$ cat src/rtl/elevator_request_scheduler.sv
// -----------------------------------------------------------------------------
// elevator_request_scheduler
//
// Request scheduler and car sequencer for the elevator. Floor calls arrive as
// a switch level (req_valid) plus a floor number (req_floor). Each rising edge
// of req_valid registers one call. Calls are held in a per-floor pending mask.
// The car serves them with a SCAN (directional-sweep) policy: it keeps moving
// in its current direction while calls remain ahead, and reverses only when
// nothing is left ahead. One shared timer paces both the floor-to-floor travel
// and the door dwell.
//
// Ports
//   clk        in   1  system clock, rising edge
//   reset_n    in   1  asynchronous, active-low reset
//   req_floor  in   3  requested floor
//   req_valid  in   1  call level; only its 0->1 transition registers a call
//   cur_floor  out  3  floor the car is at or last passed
//   pending    out  8  outstanding calls, one bit per floor
//   dir_up     out  1  sweep direction, 1 = up
//   moving     out  1  car is travelling between floors
//   door_open  out  1  door is open at cur_floor
//
// All outputs come straight from flops.
// -----------------------------------------------------------------------------
module elevator_request_scheduler #(
    parameter int SIMULATION   = 0,
    parameter int FLOORS       = 8,
    parameter int TRAVEL_TICKS = 50_000_000,
    parameter int DOOR_TICKS   = 100_000_000
) (
    input  logic       clk,
    input  logic       reset_n,
    input  logic [2:0] req_floor,
    input  logic       req_valid,
    output logic [2:0] cur_floor,
    output logic [7:0] pending,
    output logic       dir_up,
    output logic       moving,
    output logic       door_open
);

    // Short tick counts keep simulation runs fast.
    localparam int TRAVEL_EFF = (SIMULATION != 0) ? 4 : TRAVEL_TICKS;
    localparam int DOOR_EFF   = (SIMULATION != 0) ? 6 : DOOR_TICKS;
    localparam int MAX_TICKS  = (TRAVEL_EFF > DOOR_EFF) ? TRAVEL_EFF : DOOR_EFF;
    localparam int TW         = (MAX_TICKS > 1) ? $clog2(MAX_TICKS) : 1;

    localparam logic [TW-1:0] TRAVEL_LAST = TW'(TRAVEL_EFF - 1);
    localparam logic [TW-1:0] DOOR_LAST   = TW'(DOOR_EFF - 1);
    localparam logic [TW-1:0] TIMER_ONE   = TW'(1);
    localparam logic [2:0]    TOP_FLOOR   = 3'(FLOORS - 1);
    localparam logic [3:0]    FLOOR_LIMIT = 4'(FLOORS);
    localparam logic [7:0]    FLOOR_MASK  = 8'((1 << FLOORS) - 1);

    typedef enum logic [1:0] {
        IDLE,
        MOVE_UP,
        MOVE_DOWN,
        DOOR
    } state_t;

    state_t        state;
    state_t        state_next;
    logic [TW-1:0] timer;
    logic [TW-1:0] timer_next;
    logic          req_d;
    logic [2:0]    floor_next;
    logic          dir_next;
    logic [2:0]    floor_up;
    logic [2:0]    floor_down;
    logic [7:0]    set_mask;
    logic [7:0]    clear_mask;
    logic          call;
    logic          call_here;
    logic          any_above;
    logic          any_below;
    logic          ahead;
    logic          behind;
    logic          at_rest;

    // -------------------------------------------------------------------------
    // Call detection and pending-mask classification
    // -------------------------------------------------------------------------
    always_comb begin
        // A call counts only on the switch's rising edge and only for a served floor.
        call      = req_valid && !req_d && ({1'b0, req_floor} < FLOOR_LIMIT);
        call_here = call && (req_floor == cur_floor);
        at_rest   = (state == IDLE) || (state == DOOR);

        // Masks strictly above / strictly below the current floor.
        any_above = |(pending & (8'hFE << cur_floor));
        any_below = |(pending & ~(8'hFF << cur_floor));
        ahead     = dir_up ? any_above : any_below;
        behind    = dir_up ? any_below : any_above;

        floor_up   = cur_floor + 3'd1;
        floor_down = cur_floor - 3'd1;

        // A call for the floor where the car stands still is served by the
        // door (open or reopen), so it never enters the pending mask. While
        // moving, the car has already left that floor, so it is queued.
        set_mask = '0;
        if (call && !(call_here && at_rest)) begin
            set_mask = 8'd1 << req_floor;
        end
    end

    // -------------------------------------------------------------------------
    // Next-state logic
    // -------------------------------------------------------------------------
    always_comb begin
        // NOTE: every signal assigned here gets a default first, so no path
        // through the case statement can leave one unassigned and infer a latch.
        state_next = state;
        timer_next = timer;
        floor_next = cur_floor;
        dir_next   = dir_up;
        clear_mask = '0;

        case (state)
            IDLE: begin
                timer_next = '0;
                if (call_here) begin
                    state_next = DOOR;
                end else if (pending != 8'd0) begin
                    // Keep the current sweep if it still has work; otherwise
                    // prefer down, and fall back to up.
                    if (dir_up && any_above) begin
                        state_next = MOVE_UP;
                    end else if (any_below) begin
                        state_next = MOVE_DOWN;
                        dir_next   = 1'b0;
                    end else begin
                        state_next = MOVE_UP;
                        dir_next   = 1'b1;
                    end
                end
            end

            MOVE_UP: begin
                if (timer != TRAVEL_LAST) begin
                    timer_next = timer + TIMER_ONE;
                end else begin
                    timer_next = '0;
                    if (cur_floor == TOP_FLOOR) begin
                        // Cannot go higher; let IDLE re-plan from here.
                        state_next = IDLE;
                    end else begin
                        floor_next = floor_up;
                        if (pending[floor_up]) begin
                            clear_mask = 8'd1 << floor_up;
                            state_next = DOOR;
                        end
                    end
                end
            end

            MOVE_DOWN: begin
                if (timer != TRAVEL_LAST) begin
                    timer_next = timer + TIMER_ONE;
                end else begin
                    timer_next = '0;
                    if (cur_floor == 3'd0) begin
                        state_next = IDLE;
                    end else begin
                        floor_next = floor_down;
                        if (pending[floor_down]) begin
                            clear_mask = 8'd1 << floor_down;
                            state_next = DOOR;
                        end
                    end
                end
            end

            DOOR: begin
                if (call_here) begin
                    // Someone pressed this floor again: hold the door longer.
                    timer_next = '0;
                end else if (timer != DOOR_LAST) begin
                    timer_next = timer + TIMER_ONE;
                end else begin
                    timer_next = '0;
                    if (ahead) begin
                        state_next = dir_up ? MOVE_UP : MOVE_DOWN;
                    end else if (behind) begin
                        dir_next   = !dir_up;
                        state_next = dir_up ? MOVE_DOWN : MOVE_UP;
                    end else begin
                        state_next = IDLE;
                    end
                end
            end

            default: begin
                state_next = IDLE;
                timer_next = '0;
            end
        endcase
    end

    // -------------------------------------------------------------------------
    // State and output registers
    // -------------------------------------------------------------------------
    always_ff @(posedge clk or negedge reset_n) begin
        if (!reset_n) begin
            state     <= IDLE;
            timer     <= '0;
            req_d     <= 1'b0;
            cur_floor <= 3'd0;
            pending   <= 8'd0;
            dir_up    <= 1'b1;
            moving    <= 1'b0;
            door_open <= 1'b0;
        end else begin
            // NOTE: non-blocking assignments throughout, so every register
            // here samples the values from before this clock edge.
            state     <= state_next;
            timer     <= timer_next;
            req_d     <= req_valid;
            cur_floor <= floor_next;
            dir_up    <= dir_next;
            // Clear wins over set: an arrival at F also serves a call for F
            // that lands on the same edge.
            pending   <= (pending | set_mask) & ~clear_mask & FLOOR_MASK;
            moving    <= (state_next == MOVE_UP) || (state_next == MOVE_DOWN);
            door_open <= (state_next == DOOR);
        end
    end

endmodule

$ cat config.mk
export PLATFORM = sky130hd
export DESIGN_NAME = elevator_request_scheduler
export DESIGN_NICKNAME = d
export VERILOG_FILES = /design/src/rtl/elevator_request_scheduler.sv
export SDC_FILE = /design/constraint.sdc
export NUM_CORES = 1
export LEC_CHECK = 0
export BUFFER_PORTS_ARGS = -buffer_cell sky130_fd_sc_hd__buf_2
export CAP_MARGIN = 20
export CORE_MARGIN = 5
export CORE_UTILIZATION = 61
export CTS_CLUSTER_SIZE = 8
export DETAILED_ROUTE_END_ITERATION = 6
export PLACE_DENSITY = 0.86
export SETUP_SLACK_MARGIN = 0.1
export SLEW_MARGIN = 20
export SYNTH_ARGS = -nofsm -noshare
export SYNTH_HDL_FRONTEND = slang
export SYNTH_SLANG_ARGS = --single-unit
export TNS_END_PERCENT = 20
$ cat constraint.sdc
create_clock -name clk -period 3.55 [get_ports clk]
set_input_delay 0.355 -clock clk [delete_from_list [all_inputs] [get_ports clk]]
set_output_delay 0.355 -clock clk [all_outputs]
set_load 0.05 [all_outputs]
==> results.cfg <==
[flow_run]
cap_viol_max_count = 0

[timing]
finalSetupViolCount = 0
period_share_pct = 84.5
worst_pin_slew_ps = 939
max_freq_mhz = 333
slew_viol_final = 0
rsz0062_at_grt = no
slew_headroom_pct = 37.4
period_needed_ps = 3000
skew_ps = 7.03
finalHoldViolations = 0
tns_ps = 0

[critical_path]
path_cells = inv_1 -> ha_1 -> mux4_2 -> o22ai_1 -> and4b_1 -> a311oi_1 -> a32oi_1 -> ha_1
crit_family = adder cells
rr_worst_depth = 8
cp.required_ps = 3730
critPathMaxStageDelay_ps = 640
crit_fanout = 11
start_kind = flop
slowest_stage = dfrtp_1
rrSetupSlack_ps = 550
cpMostUsedCell = ha_1
crit_arrival_ps = 3170
cp-end-kind = flop
critPathKind = reg -> reg
rr_endpoint = moving$_DFF_PN0_
path_buf_inv = 1
r2r-start = cur_floor[0]$_DFFE_PN0P_

[layout]
num-fill-cells = 361
fin_nets = 346
layout-drive-gt1-share_pct = 11.7
num_antenna_cells = 0
area_delta_synth_final_pct = 6.13

[route]
drtAntennaViolNets = 0
drcViolationCount = 0
vias = 2304
wl_per_cell_microns = 15.4
drt_iter0_markers = 216
via_per_inst = 6.06
wl_microns = 5840
dr.pass1.iters = 4

[floorplan]
ioPinCount = 20
die_h_microns = 78.7
coreArea_sq_um = 4660
start_util_pct = 61.7
dieArea_sq_um = 6190
num_rows = 25
die_w_microns = 78.7

[synthesis]
synthCells = 308
synth_fa_ha_area_share_pct = 6.09
synth_top_family_by_area = simple AND/OR/NAND/NOR gates
synth_area_leaders = dfrtp_1 (37%), nor2_1 (6.7%), ha_1 (6.1%)
syn_nets = 328
yosys.area_share.simple_pct = 26.1
synth_top_flop_cell = dfrtp_1
ys_seq_area_share_pct = 38.3
synthXorXnorAreaFrac_pct = 9.40
synth_compound_area_share_pct = 12.5
ys_seq_elements = 44
syn_area_sq_um = 2880
synth.top_cell.area_share_pct = 37.4
yosys_warnings = 0
synth_top_area_cell = dfrtp_1
syn_area_per_cell_sq_um = 9.34
synth.area.mux_share_pct = 3.70
synth-async-reset-ratio_pct = 100
synth_edf_count = 0
ys_types = 56

[min_path]
min-delay-start = req_valid
hold_depth = 1
holdPathEnd = req_d$_DFF_PN0_
hold_class = in -> reg

[power]
leakage_nw = 1.30
ir_worst_vdd_uv = 250
totalPowerFinal_mw = 1.50
power.density_nw_per_um2 = 492

[cts]
cts.clk_slew.worst_paths_ps = 80
cts_root_buf = clkbuf_8
tritoncts = done
numCtsBuffers = 5
insertion_delay_ps = 290
ctsLongestPathBuffers = 2
cts_hold_buffers = 0
postCtsSetupBuffers = 0
cts.sinks = 44
cts_resized = 0
cts.htree.levels = 2

[grt]
grt_usage_pct = 20.9
antenna_found_initial = 0
overflow = 0
grt_pass1_vias = 2262
grt_pass1_wl_microns = 10300
grt_max_degree = 45

[placed_design]
port_buffers = 19
dpl.hpwl_microns = 4260
gp_congestion = 0.903

[run_status]
status = complete, no violations
## per-layer routing
metal  track usage (%)  routed length, microns
met1              27.6                    2680
met2              33.9                    2770
met3              4.36                     286
met4              7.87                     110
met5                 0                       0
## report_power, final
group | internal [mW] | switching (mW)
sequential | 0.554 | 0.0543
combinational | 0.187 | 0.418
clock | 0.134 | 0.154
total | 0.875 | 0.626
## layout by cell type, fill, tap and decap left out, types with 3 or more instances in the layout
| cell | count |
|---|---|
| nor2_1 | 51 |
| dfrtp_1 | 43 |
| buf_2 | 19 |
| xor2_1 | 17 |
| nand3_1 | 14 |
| nand2_1 | 14 |
| ha_1 | 14 |
| inv_1 | 13 |
| a21oi_1 | 13 |
| xnor2_1 | 12 |
| and3_1 | 10 |
| nand2b_1 | 8 |
| o21ai_0 | 7 |
| nand4_1 | 6 |
| nor2b_1 | 6 |
| mux2i_1 | 5 |
| clkbuf_8 | 5 |
| nor4_1 | 4 |
| and4_1 | 4 |
| nor3_1 | 4 |
| a31oi_1 | 4 |
| a22oi_1 | 4 |
| and2_1 | 3 |
| a32oi_1 | 3 |
| a221oi_1 | 3 |
## worst reg2reg max path, stage by stage (launching register included)
cell	delay (ps)
dfrtp_1	640
inv_1	160
ha_1	540
mux4_2	560
o22ai_1	150
and4b_1	260
a311oi_1	70
a32oi_1	240
ha_1	270
## cells in the mapped netlist, types with 2 or more instances
library cell   n
nand2_1       14
a32oi_1        3
and4_1         4
xnor2_1       12
nor4b_2        2
inv_1         13
o211ai_1       2
a22oi_1        4
and2_1         3
nand4_1        6
nand4b_1       2
nor4b_1        2
a2111oi_0      2
a31oi_1        4
buf_2          3
mux2i_1        5
nand2b_1       8
a221oi_1       3
nor2b_1        6
a21oi_1       13
nor3_1         4
o31a_1         2
nor2_1        51
mux4_2         2
nand3_1       14
and3_1        10
o21ai_0        7
dfrtp_1       43
buf_4          2
ha_1          14
buf_6          3
nor4_1         4
xor2_1        17
nor4bb_1       2
## layout make-up
| class | instances | area [sq um] | area share, % |
|---|---|---|---|
| timing repair buffer | 19 | 95.1 | 3.11 |
| tap | 54 | 67.6 | 2.21 |
| clock inverter | 1 | 5.00 | 0.164 |
| sequential | 44 | 1100 | 36.1 |
| inverter | 13 | 48.8 | 1.60 |
| clock buffer | 6 | 72.6 | 2.38 |
| multi-input combinational | 243 | 1660 | 54.4 |
## sequential cells by signal, indices dropped and copies added (netlist names)
register and cells:
state 2, door_open 1, timer 27, pending 8
moving 1, cur_floor 3, dir_up 1, req_d 1
## worst max path at each step
stage	from	endpoint	slack, ps	cells past startpoint
global route	cur_floor[0]$_DFFE_PN0P_	moving$_DFF_PN0_	320	8
detailed placement	cur_floor[0]$_DFFE_PN0P_	moving$_DFF_PN0_	620	8
CTS	cur_floor[0]$_DFFE_PN0P_	moving$_DFF_PN0_	620	8
floorplan	cur_floor[0]$_DFFE_PN0P_	moving$_DFF_PN0_	690	10
finish	cur_floor[0]$_DFFE_PN0P_	moving$_DFF_PN0_	550	8
global placement	cur_floor[0]$_DFFE_PN0P_	moving$_DFF_PN0_	770	8
## per-stage QoR
stage / utilization, % / worst slack [ps] / hold slack [ps] / std cells / cell area (sq um)
floorplan: - / 686 / 59.4 / 308 / 2880
finish: 65.5 / 551 / 181 / 380 / 3050
global placement: 63.8 / 768 / 468 / 373 / 2980
detailed placement: 63.8 / 622 / 474 / 373 / 2980
global route: 65.5 / 324 / 165 / 380 / 3050
CTS: 65.5 / 615 / 174 / 380 / 3050
## cells by family (layout without fill, tap and decap cells)
group,Yosys count,after routing
adder cells (fa/ha/maj),14,14
XOR/XNOR,30,30
buffers and inverters,21,39
multiplexers,8,8
AO/OA/AOI/OAI,52,52
AND/OR/NAND/NOR,139,139
flip-flops,44,44
(Power assumes the default switching activity.)
